--- src/rtl/if_id_fetch_ctrl.sv ---
// Front-end fetch controller: owns the PC and IF/ID register, applies hazard
// stall/flush decisions, and parks redirects that arrive during an I-cache miss.
module if_id_fetch_ctrl #(
    parameter int unsigned      XLEN     = 32,
    parameter logic [XLEN-1:0]  RESET_PC = 32'h0000_0000,
    parameter logic [31:0]      NOP_INST = 32'h0000_0013,
    parameter int unsigned      CNT_W    = 16
) (
    input  logic             clk,
    input  logic             rst_n,
    input  logic             hazard_stall,
    input  logic             hazard_flush,
    input  logic             hazard_mux,
    input  logic [XLEN-1:0]  branch_target,
    input  logic [XLEN-1:0]  jump_target,
    input  logic             icache_stall,
    input  logic             dcache_stall,
    input  logic [31:0]      icache_rdata,
    output logic [XLEN-1:0]  pc,
    output logic             icache_ren,
    output logic [31:0]      IF_ID_inst,
    output logic [XLEN-1:0]  IF_ID_pc,
    output logic             IF_ID_valid,
    output logic             ID_EX_bubble,
    output logic [CNT_W-1:0] flush_cnt,
    output logic [CNT_W-1:0] bubble_cnt
);

    typedef enum logic {RUN, DISCARD} state_t;

    state_t           state_q,      state_d;
    logic [XLEN-1:0]  pc_q,         pc_d;
    logic [XLEN-1:0]  pending_pc_q, pending_pc_d;
    logic [31:0]      if_id_inst_q, if_id_inst_d;
    logic [XLEN-1:0]  if_id_pc_q,   if_id_pc_d;
    logic             if_id_valid_q, if_id_valid_d;
    logic             icache_ren_q, icache_ren_d;
    logic [CNT_W-1:0] flush_cnt_q,  flush_cnt_d;
    logic [CNT_W-1:0] bubble_cnt_q, bubble_cnt_d;
    logic [XLEN-1:0]  target;

    function automatic logic [CNT_W-1:0] sat_inc(input logic [CNT_W-1:0] v);
        return (v == '1) ? v : v + 1'b1;
    endfunction

    assign target = hazard_mux ? branch_target : jump_target;

    always_comb begin
        state_d       = state_q;
        pc_d          = pc_q;
        pending_pc_d  = pending_pc_q;
        if_id_inst_d  = if_id_inst_q;
        if_id_pc_d    = if_id_pc_q;
        if_id_valid_d = if_id_valid_q;
        icache_ren_d  = 1'b1;
        flush_cnt_d   = flush_cnt_q;
        bubble_cnt_d  = bubble_cnt_q;

        if (!dcache_stall) begin
            unique case (state_q)
                RUN: begin
                    if (hazard_stall) begin
                        bubble_cnt_d = sat_inc(bubble_cnt_q);
                    end else if (hazard_flush) begin
                        if_id_inst_d  = NOP_INST;
                        if_id_valid_d = 1'b0;
                        flush_cnt_d   = sat_inc(flush_cnt_q);
                        if (icache_stall) begin
                            pending_pc_d = target;
                            state_d      = DISCARD;
                        end else begin
                            pc_d = target;
                        end
                    end else if (icache_stall) begin
                        if_id_inst_d  = NOP_INST;
                        if_id_valid_d = 1'b0;
                    end else begin
                        if_id_inst_d  = icache_rdata;
                        if_id_pc_d    = pc_q;
                        if_id_valid_d = 1'b1;
                        pc_d          = pc_q + XLEN'(4);
                    end
                end
                DISCARD: begin
                    if (hazard_stall) begin
                        bubble_cnt_d = sat_inc(bubble_cnt_q);
                    end else if (hazard_flush) begin
                        pending_pc_d = target;
                        flush_cnt_d  = sat_inc(flush_cnt_q);
                    end
                    if_id_inst_d  = NOP_INST;
                    if_id_valid_d = 1'b0;
                    // Miss resolved: drop the stale word and resume at the newest target.
                    if (!icache_stall) begin
                        pc_d    = pending_pc_d;
                        state_d = RUN;
                    end
                end
                default: state_d = RUN;
            endcase
        end
    end

    always_ff @(posedge clk) begin
        if (!rst_n) begin
            state_q       <= RUN;
            pc_q          <= RESET_PC;
            pending_pc_q  <= '0;
            if_id_inst_q  <= NOP_INST;
            if_id_pc_q    <= '0;
            if_id_valid_q <= 1'b0;
            icache_ren_q  <= 1'b0;
            flush_cnt_q   <= '0;
            bubble_cnt_q  <= '0;
        end else begin
            state_q       <= state_d;
            pc_q          <= pc_d;
            pending_pc_q  <= pending_pc_d;
            if_id_inst_q  <= if_id_inst_d;
            if_id_pc_q    <= if_id_pc_d;
            if_id_valid_q <= if_id_valid_d;
            icache_ren_q  <= icache_ren_d;
            flush_cnt_q   <= flush_cnt_d;
            bubble_cnt_q  <= bubble_cnt_d;
        end
    end

    assign pc           = pc_q;
    assign icache_ren   = icache_ren_q;
    assign IF_ID_inst   = if_id_inst_q;
    assign IF_ID_pc     = if_id_pc_q;
    assign IF_ID_valid  = if_id_valid_q;
    assign ID_EX_bubble = hazard_stall & ~dcache_stall;
    assign flush_cnt    = flush_cnt_q;
    assign bubble_cnt   = bubble_cnt_q;

endmodule

--- config.mk ---
export PLATFORM = sky130hd
export DESIGN_NAME = if_id_fetch_ctrl
export DESIGN_NICKNAME = d
export VERILOG_FILES = /design/src/rtl/if_id_fetch_ctrl.sv
export SDC_FILE = /design/constraint.sdc
export NUM_CORES = 1
export LEC_CHECK = 0
export CAP_MARGIN = 20
export CORE_MARGIN = 5
export CORE_UTILIZATION = 47
export CTS_CLUSTER_DIAMETER = 120
export DETAILED_ROUTE_END_ITERATION = 6
export GPL_TIMING_DRIVEN = 0
export PLACE_DENSITY = 0.87
export SYNTH_ARGS = -nofsm -noshare
export SYNTH_HDL_FRONTEND = slang
export SYNTH_SLANG_ARGS = --single-unit
export TNS_END_PERCENT = 5
--- constraint.sdc ---
create_clock -name clk -period 2.2 [get_ports clk]
set_input_delay 0.44 -clock clk [delete_from_list [all_inputs] [get_ports clk]]
set_output_delay 0.44 -clock clk [all_outputs]
set_load 0.01 [all_outputs]
# Word level (Yosys, flattened, before mapping)
# Index checks and enable logic that the tools add are counted.
[totals]
input_bits = 103
output_inout_bits = 131
ff_bits = 163
wordCells = 64
[op_classes]
n_eq_ne = 7
muxes = 31
reduce_logical = 6
n_bitwise = 8
addsub = 3
[ops]
columns = ["operator", "n"]
rows = [
  ["32-bit 2-to-1 mux", 14],
  ["32-bit case mux with 2 select lines", 3],
  ["16-bit 2-to-1 mux", 5],
  ["16-bit by 1-bit adder with 16-bit output, second input constant", 2],
  ["32-bit by 3-bit adder with 32-bit output, second input constant", 1],
  ["16-bit equality test, second input constant", 2],
  ["4-bit AND reduction", 3],
  ["2-bit inequality test, second input constant", 5],
  ["1-bit 2-to-1 mux", 7],
  ["1-bit inverter", 7],
  ["5-bit AND reduction", 1],
  ["1-bit case mux with 2 select lines", 2],
  ["3-bit AND reduction", 1],
  ["2-bit AND reduction", 1],
  ["1-bit bitwise AND", 1],
]

# Logic depth before layout (Yosys ltp)
# Gate-level depths: netlist of run 1.
[depth]
word_depth = 5
mapped_depth = 8
mapped_depth_nobuf = 6

# Least setup slack after synthesis of run 1
# No wires, ideal clock.
[synth_timing]
path_type = "register -> register"
start = "reg pc_q[10], in the netlist pc[10]"
end = "reg pc_q[29], in the netlist pc[29]"
t_required_ps = 2114
period_less_slack_ps = 2062
setup_ps = 86
setup_slack_ps = 138
arrival_ps = 1977
path_buffers = 2
path_stages_with_launch = 8
path_cell_list = "dfxtp_1 -> buf_6 -> nand4_2 -> or4_1 -> buf_4 -> nor4_2 -> mux2_1 -> a211oi_1"
[synth_via]
elab_chain_len = 5
[synth_lines]
columns = ["item", "line_no", "text"]
rows = [
  ["start: declaration", "32", "logic [XLEN-1:0] pc_q, pc_d;"],
  ["start signal: assignment", "117", "pc_q <= pc_d;"],
  ["32-bit by 3-bit adder with 32-bit output", "81", "pc_d = pc_q + XLEN'(4);"],
  ["32-bit 2-to-1 mux", "74", "end else if (icache_stall) begin"],
  ["32-bit 2-to-1 mux", "64", "end else if (hazard_flush) begin"],
  ["32-bit 2-to-1 mux", "62", "if (hazard_stall) begin"],
  ["32-bit case mux with 2 select lines", "60", "unique case (state_q)"],
]
# No other way between the ends. The select of a mux whose other input is x is not followed.
# A chain may end at the register's enable or synchronous reset.

# Worst setup path in the final report of run 1
[layout_timing]
start = "reg pc_q[19], in the netlist pc[19]"
end = "reg pc_q[29], in the netlist pc[29]"
# The elaborated chain is that of the path after synthesis.

==> metrics.md, run 1 <==
| Metric | Value |
|---|---|
| Psw | `about 1.8 mW` |
| Post-route cell area | `0.0110 mm²` |
| Via count | `8327` |
| Register-to-Register Path Depth | `6` |
| Clk network pwr share | `0.448` |
| Hold path depth | `2` |
| Vias per cell | `5.96` |
| Synth warnings | `0` |
| TritonCTS clock tree | `built` |
| Post-synthesis sequential area ratio | `0.426` |
| WP data arrival | `2.61 ns` |
| Die Y | `138 µm` |
| Worst Hold Launch | `IF_ID_pc[25]` |
| Worst slew margin | `0.507` |
| Routed WL | `28.1 mm` |
| Unrepaired setup endpoints after global routing | `true` |
| Tcrit/Tclk final | `1.03` |
| Mapped Cells | `916` |
| Die width | `138 µm` |
| Starting Density | `0.480` |
| Detailed-route DRC error count | `0` |
| Layout cells sized above 1 | `0.106` |
| Clk slew on worst S/H paths | `about 0.06 ns` |
| Crit-path max FO | `8` |
| I/O pin total | `234` |
| RR Startpoint | `pc[19]` |
| Setup slack after layout | `-0.0718 ns` |
| Worst Setup SP | `pc[19]` |
| Outcome | `complete, but fails checks` |
| Ant. Diodes | `0` |
| CP endpoint kind | `flip-flop` |
| Total CTS buffers | `17` |
| Max Clk Rate | `440 MHz` |
| Sequential power share | `0.434` |
| Non-filler cells in the finished layout | `1397` |
| Reg2Reg Capture Point | `pc[29]` |
| Post-route minimum period | `2.27 ns` |
| Combinational power share | `0.118` |
| Switching share of power | `0.246` |
| H-tree depth reported by CTS | `4` |
| Post-synth EDFFs | `0` |
| Ys flop type | `dfxtp_1` |
| Peak supply drop | `0.483 mV` |
| Mean post-synth cell area | `8.36 µm²` |
| First-pass GRT wire length | `42.2 mm` |
| DR WL/cell | `20.1 µm` |
| Worst Hold End | `IF_ID_pc[25]` |
| Detailed Place HPWL | `20.5 mm` |
| Row count | `46` |
| Failing checks | `setup timing` |
| Async set-or-reset flop fraction in the synthesized netlist | `0` |
| Iter 0 DRT Violations | `approximately 900` |
| LEAKAGE | `3.83 nW` |
| Placed cell count | `between 1000 and 1500` |
| Layout area overhead | `44.1%` |
| GRT overflow | `0` |
| Yosys cell types | `73` |
| Max-cap violation count | `0` |
| Worst setup path category | `reg -> reg` |
| Die Area | `0.0189 mm²` |
| Largest net degree at the start of global routing | `17` |
| Post-route ant nets | `0` |
| Post-layout util | `0.692` |
| Power Total | `~7.1 mW` |
| Fin. Hold Viols | `0` |
| Internal cell power | `5.38 mW` |
| Fin nets | `1274` |
| I/O Buffers | `roughly 230` |
| Core ar. | `0.0159 mm²` |
| Clock sink count | `163` |
| Register-to-Register Setup Slack | `-0.07 ns` |
| Max Buffers Root-to-Sink | `2` |
| WHS | `0.454 ns` |
| Synthesized area | `0.00766 mm²` |
| GPL Wtd Cong | `0.960` |
| Clock latency on the worst-skew pair | `0.43 ns` |
| Power per cell area | `between 600 and 700 mW/mm²` |
| Root Driver | `clkbuf_16` |
| All-Layer GR Usage | `0.287` |
| Final setup viols | `7` |
| Setup Skew | `0.00761 ns` |
| CP required | `2.54 ns` |
| 1st-pass router iterations | `7` |
| Area after DPL | `0.0102 mm²` |
| Hold-fix buffers, CTS | `0` |
| Slew Viols, Final | `0` |
| Worst Hold Class | `reg -> reg` |
| Initial antenna violation count | `0` |
| Vias in the first global route | `7928` |
| Slew @ Worst Pin | `0.740 ns` |
| Syn Nets | `between 1000 and 1500` |
| Worst setup SP type | `flip-flop` |
| Seq cells post-synth | `163` |
stage by stage:
stage                     setup TNS [ns]  worst slack (ns)
after floorplan                        0             0.138
after global placement            -89.63            -0.824
after detailed placement          -94.38            -0.862
after CTS                         -0.219           -0.0680
after global routing               -1.44            -0.193
final                             -0.196           -0.0718
routing by layer:
metal  vias to the layer above  routed length (µm)  GRT usage
met5                         -                   0          0
met4                         0                1190      0.125
met3                       112                3260     0.0796
met2                       540               13100      0.477
met1                      3875               10500      0.346
li1                       3800                   -          -
power groups by stage:
| stage | Combinational [mW] | Sequential, mW | Clock, mW |
|---|---|---|---|
| 2_1_floorplan | 0.358 | 3.16 | 0 |
| 3_3_place_gp | 0.790 | 3.15 | 0 |
| 3_5_place_dp | 0.804 | 3.16 | 0 |
| 4_1_cts | 0.822 | 3.09 | 3.22 |
| 5_1_grt | 0.891 | 3.10 | 3.35 |
| 6_report | 0.843 | 3.10 | 3.20 |
sequential cells by signal (all words and copies together) (netlist names), 16 cells and up:
signal / count
pending_pc_q: 32
IF_ID_inst: 32
pc: 32
bubble_cnt: 16
IF_ID_pc: 32
flush_cnt: 16
cells in the mapped netlist (3+ instances only):
cell type	number	share of area
nor4_1	8	0.0065
a2bb2oi_1	5	0.0057
o21ai_0	30	0.020
nand4_1	17	0.014
or4_1	3	0.0029
or3_1	5	0.0041
a22oi_1	29	0.028
o211ai_1	7	0.0069
xor2_1	7	0.0080
mux2_2	4	0.0059
buf_2	16	0.010
a21oi_1	72	0.047
nor2_1	114	0.056
clkbuf_1	45	0.022
o221a_2	5	0.0074
mux2i_1	36	0.047
dfxtp_1	163	0.43
and3_1	6	0.0049
nand2_1	116	0.057
nand2b_1	6	0.0049
nor2b_1	3	0.0025
o22ai_1	3	0.0025
and4_1	5	0.0057
nand3_1	30	0.020
nor3_1	15	0.0098
xnor2_1	24	0.027
a221oi_1	8	0.0092
ha_1	3	0.0049
buf_6	4	0.0059
a211oi_1	43	0.042
inv_1	10	0.0049
a31oi_1	7	0.0057
or2_2	6	0.0049
o21a_1	4	0.0039
a21boi_0	3	0.0029
placed cells by master, fill, tap and decap left out, types with 10 or more instances in the layout:
master,instances
clkbuf_1,27
clkdlybuf4s50_1,230
nor2_1,114
buf_2,17
inv_1,10
nand3_1,30
a211oi_1,43
nand2_1,116
nand4_1,17
nor3_1,12
clkbuf_2,12
a21oi_1,71
mux2i_1,36
clkbuf_16,17
a22oi_1,29
xnor2_1,24
dfxtp_1,154
o21ai_0,29
kinds of logic (layout without fill, tap and decap cells):
logic type	after synthesis	in the layout	share of synthesized area
and+or+nand+nor	352	352	0.215
AOI/OAI and AO/OA	245	245	0.217
buffers and inverters	81	346	0.0474
DFF	163	163	0.426
muxes	41	41	0.0544
adders and majority gates	3	3	0.00490
xor gates and xnor gates	31	31	0.0355
how the worst max path moves through the flow:
| stage | to | slack, ns |
|---|---|---|
| finish | pc[29] | -0.07 |
| global route | pc[29] | -0.19 |
| CTS | pc[29] | -0.07 |
| detailed placement | IF_ID_inst[24] | -0.86 |
| global placement | pc[26] | -0.82 |
| floorplan | pc[29] | 0.14 |
final cells by class:
class | instances | area (µm²)
Clock buffer | 19 | 453
Fill cell | 1285 | 4910
Tap cell | 216 | 270
Buffer | 68 | 357
Inverter | 11 | 41.3
Sequential cell | 163 | 3270
Clock inverter | 13 | 183
Multi-Input combinational cell | 672 | 4120
Timing Repair Buffer | 235 | 2340
timing repair:
| action | 4_1_cts | 5_1_grt |
|---|---|---|
| pin swaps | 0 | 0 |
| endpoints found under the setup margin | 126 | 120 |
| gates resized for setup | 29 | 40 |
| setup buffers | 0 | 3 |
critical path, cell delays in order (launching register included):
cell      delay (ns)
dfxtp_2         0.42
nand4_1         0.20
or4_1           0.55
buf_4           0.20
nor4_2          0.28
mux2_1          0.36
a211oi_1        0.17
(Power assumes the default switching activity.)
==> inputs of run 2 (changes only) <==
Settings changed: CORE_MARGIN 5 to 2.
==> metrics.md, run 2 (synthesis results as in run 1) <==
| Metric | Value |
|---|---|
| GR Util met2 | `0.495 (+0.0181)` |
| First-pass GRT wire length | `41.5 mm (-1.5%)` |
| Initial antenna violation count | `0 (unchanged)` |
| Worst slew margin | `0.492 (-0.0153)` |
| Hold-fix buffers, CTS | `0 (unchanged)` |
| Vias in the first global route | `7941 (+0.16%)` |
| Max Buffers Root-to-Sink | `2 (unchanged)` |
| Detailed Place HPWL | `19.3 mm (-5.8%)` |
| Register-to-Register Setup Slack | `0.05 ns (+0.12 ns)` |
| WP data arrival | `2.49 ns (-0.12 ns)` |
| Layout area overhead | `43.4%` |
| Max-cap violation count | `0 (unchanged)` |
| Fin nets | `1274 (unchanged)` |
| # fillers | `1296 (+0.86%)` |
| Max Clk Rate | `457 MHz (+3.8%)` |
| Detailed-route DRC error count | `0 (unchanged)` |
| CP endpoint | `IF_ID_inst[1]` |
| Slew Viols, Final | `0 (unchanged)` |
| Worst Hold Class | `reg -> reg` |
| GPL Wtd Cong | `0.934 (-2.7%)` |
| Die width | `132 µm (-4.4%)` |
| Clk slew on worst S/H paths | `0.07 ns (about the same)` |
| I/O Buffers | `232 (unchanged)` |
| Total CTS buffers | `17 (unchanged)` |
| Row count | `46 (unchanged)` |
| RR Startpoint | `pc[15]` |
| All-Layer GR Usage | `0.301 (+0.0144)` |
| Worst setup path category | `in -> reg` |
| Worst setup SP type | `input pin` |
| Post-route cell area | `0.0110 mm² (-0.43%)` |
| Routed WL | `26.7 mm (-5.0%)` |
| Iter 0 DRT Violations | `712 (-20%)` |
| Clock latency on the worst-skew pair | `0.44 ns (about the same)` |
| Layout cells sized above 1 | `0.102 (-0.00423)` |
| Crit-path max FO | `10 (+2)` |
| CP endpoint kind | `flip-flop` |
| Setup Skew | `0.0110 ns (+0.00334 ns)` |
| Commonest non-fill, non-tap cell in the layout | `clkdlybuf4s50_1` |
| Area after DPL | `0.0102 mm² (unchanged)` |
| Worst Setup SP | `hazard_flush` |
| DR WL/cell | `19.1 µm (-5.0%)` |
| Starting Density | `0.482 (+0.00174)` |
| GRT busiest layer | `met2` |
| Dpl ws | `-0.897 ns (-0.0352 ns)` |
| I/O pin total | `234 (unchanged)` |
| Outcome | `completed` |
| Slew @ Worst Pin | `0.763 ns (+0.0230 ns)` |
| Unrepaired setup endpoints after global routing | `true` |
| Reg2Reg Capture Point | `pc[29]` |
| Post-route minimum period | `2.19 ns (-0.0829 ns)` |
| Register-to-Register Path Depth | `6 (unchanged)` |
| Final TNS setup | `0 ns (+0.196 ns)` |
| Die Y | `132 µm (-4.4%)` |
| Setup slack after layout | `0.0111 ns (+0.0829 ns)` |
| Final setup viols | `0 (-7)` |
| Met1 GRT Util | `0.360 (+0.0137)` |
| Ant. Diodes | `0 (unchanged)` |
| Power per cell area | `629 mW/mm² (-2.8%)` |
| Peak supply drop | `0.581 mV (+20%)` |
| LEAKAGE | `3.78 nW (-1.1%)` |
| H-tree depth reported by CTS | `4 (unchanged)` |
| Largest net degree at the start of global routing | `17 (unchanged)` |
| TritonCTS clock tree | `built` |
| Commonest cells after routing, fill and taps aside | `230 x clkdlybuf4s50_1, 156 x dfxtp_1, 116 x nand2_1, 114 x nor2_1, 70 x a21oi_1` |
| Clock sink count | `163 (unchanged)` |
| Tcrit/Tclk final | `0.995 (-0.0377)` |
| 1st-pass router iterations | `7 (unchanged)` |
| Vias per cell | `5.89 (-1.2%)` |
| CP required | `2.50 ns (-0.04 ns)` |
| Post-route ant nets | `0 (unchanged)` |
| WHS | `0.453 ns (-0.00127 ns)` |
| GRT overflow | `0 (unchanged)` |
| Root Driver | `clkbuf_16` |
| Fin. Hold Viols | `0 (unchanged)` |
| Core ar. | `0.0159 mm² (-0.36%)` |
| Power Total | `6.91 mW (-3.2%)` |
| Via count | `8227 (-1.2%)` |
| Die Area | `0.0173 mm² (-8.5%)` |
| Met3 Use GR | `0.0864 (+0.00680)` |
==> run 2: what timing repair did <==
item                       4_1_cts  5_1_grt
resized for setup               25       39
setup endpoints to repair      124      107
buffers inserted                 0        2
cloned                           0        0
==> run 2: how the worst min path moves through the flow <==
stage                           startpoint                to  slack [ns]  cells past startpoint
after detailed placement      IF_ID_pc[16]      IF_ID_pc[16]        0.45                      2
after floorplan           pending_pc_q[26]  pending_pc_q[26]        0.46                      2
final                         IF_ID_pc[16]      IF_ID_pc[16]        0.45                      2
after global placement         IF_ID_pc[7]       IF_ID_pc[7]        0.44                      2
after global routing           IF_ID_pc[6]       IF_ID_pc[6]        0.47                      2
after CTS                     IF_ID_pc[16]      IF_ID_pc[16]        0.46                      2
==> run 2: routing by layer <==
layer / wire [µm] / share of wire
met5: 0 / 0
met4: 1110 / 0.042
met3: 2640 / 0.099
met2: 12400 / 0.47
met1: 10500 / 0.39
==> run 2: per-stage QoR <==
stage                     utilization  std cells
after CTS                       0.686       1395
after global placement          0.645       1364
after detailed placement        0.645       1364
after global routing            0.691       1397
final                           0.691       1397
after floorplan                     -        916
==> run 2: power breakdown <==
part,switching (mW),leakage [nW],internal [mW],total (mW)
Clock,1.30,0.256,1.67,2.98
Combinational,0.432,2.21,0.406,0.838
Sequential,0.0789,1.32,3.02,3.10
==> run 2: final cells by class <==
class / instances / area [µm²] / share of cell area
Multi-Input combinational cell: 672 / 4130 / 0.376
Sequential cell: 163 / 3270 / 0.298
Timing Repair Buffer: 234 / 2330 / 0.212
Clock buffer: 17 / 425 / 0.0387
Buffer: 69 / 352 / 0.0320
Tap cell: 216 / 270 / 0.0246
Clock inverter: 15 / 159 / 0.0145
Inverter: 11 / 41.3 / 0.00376
==> run 2: worst max-delay path, cell delays in order <==
cell,delay [ns]
clkdlybuf4s50_1,0.43
or2_2,0.44
or3_1,0.39
clkbuf_1,0.26
buf_2,0.28
o22ai_1,0.17
nand2_1,0.07
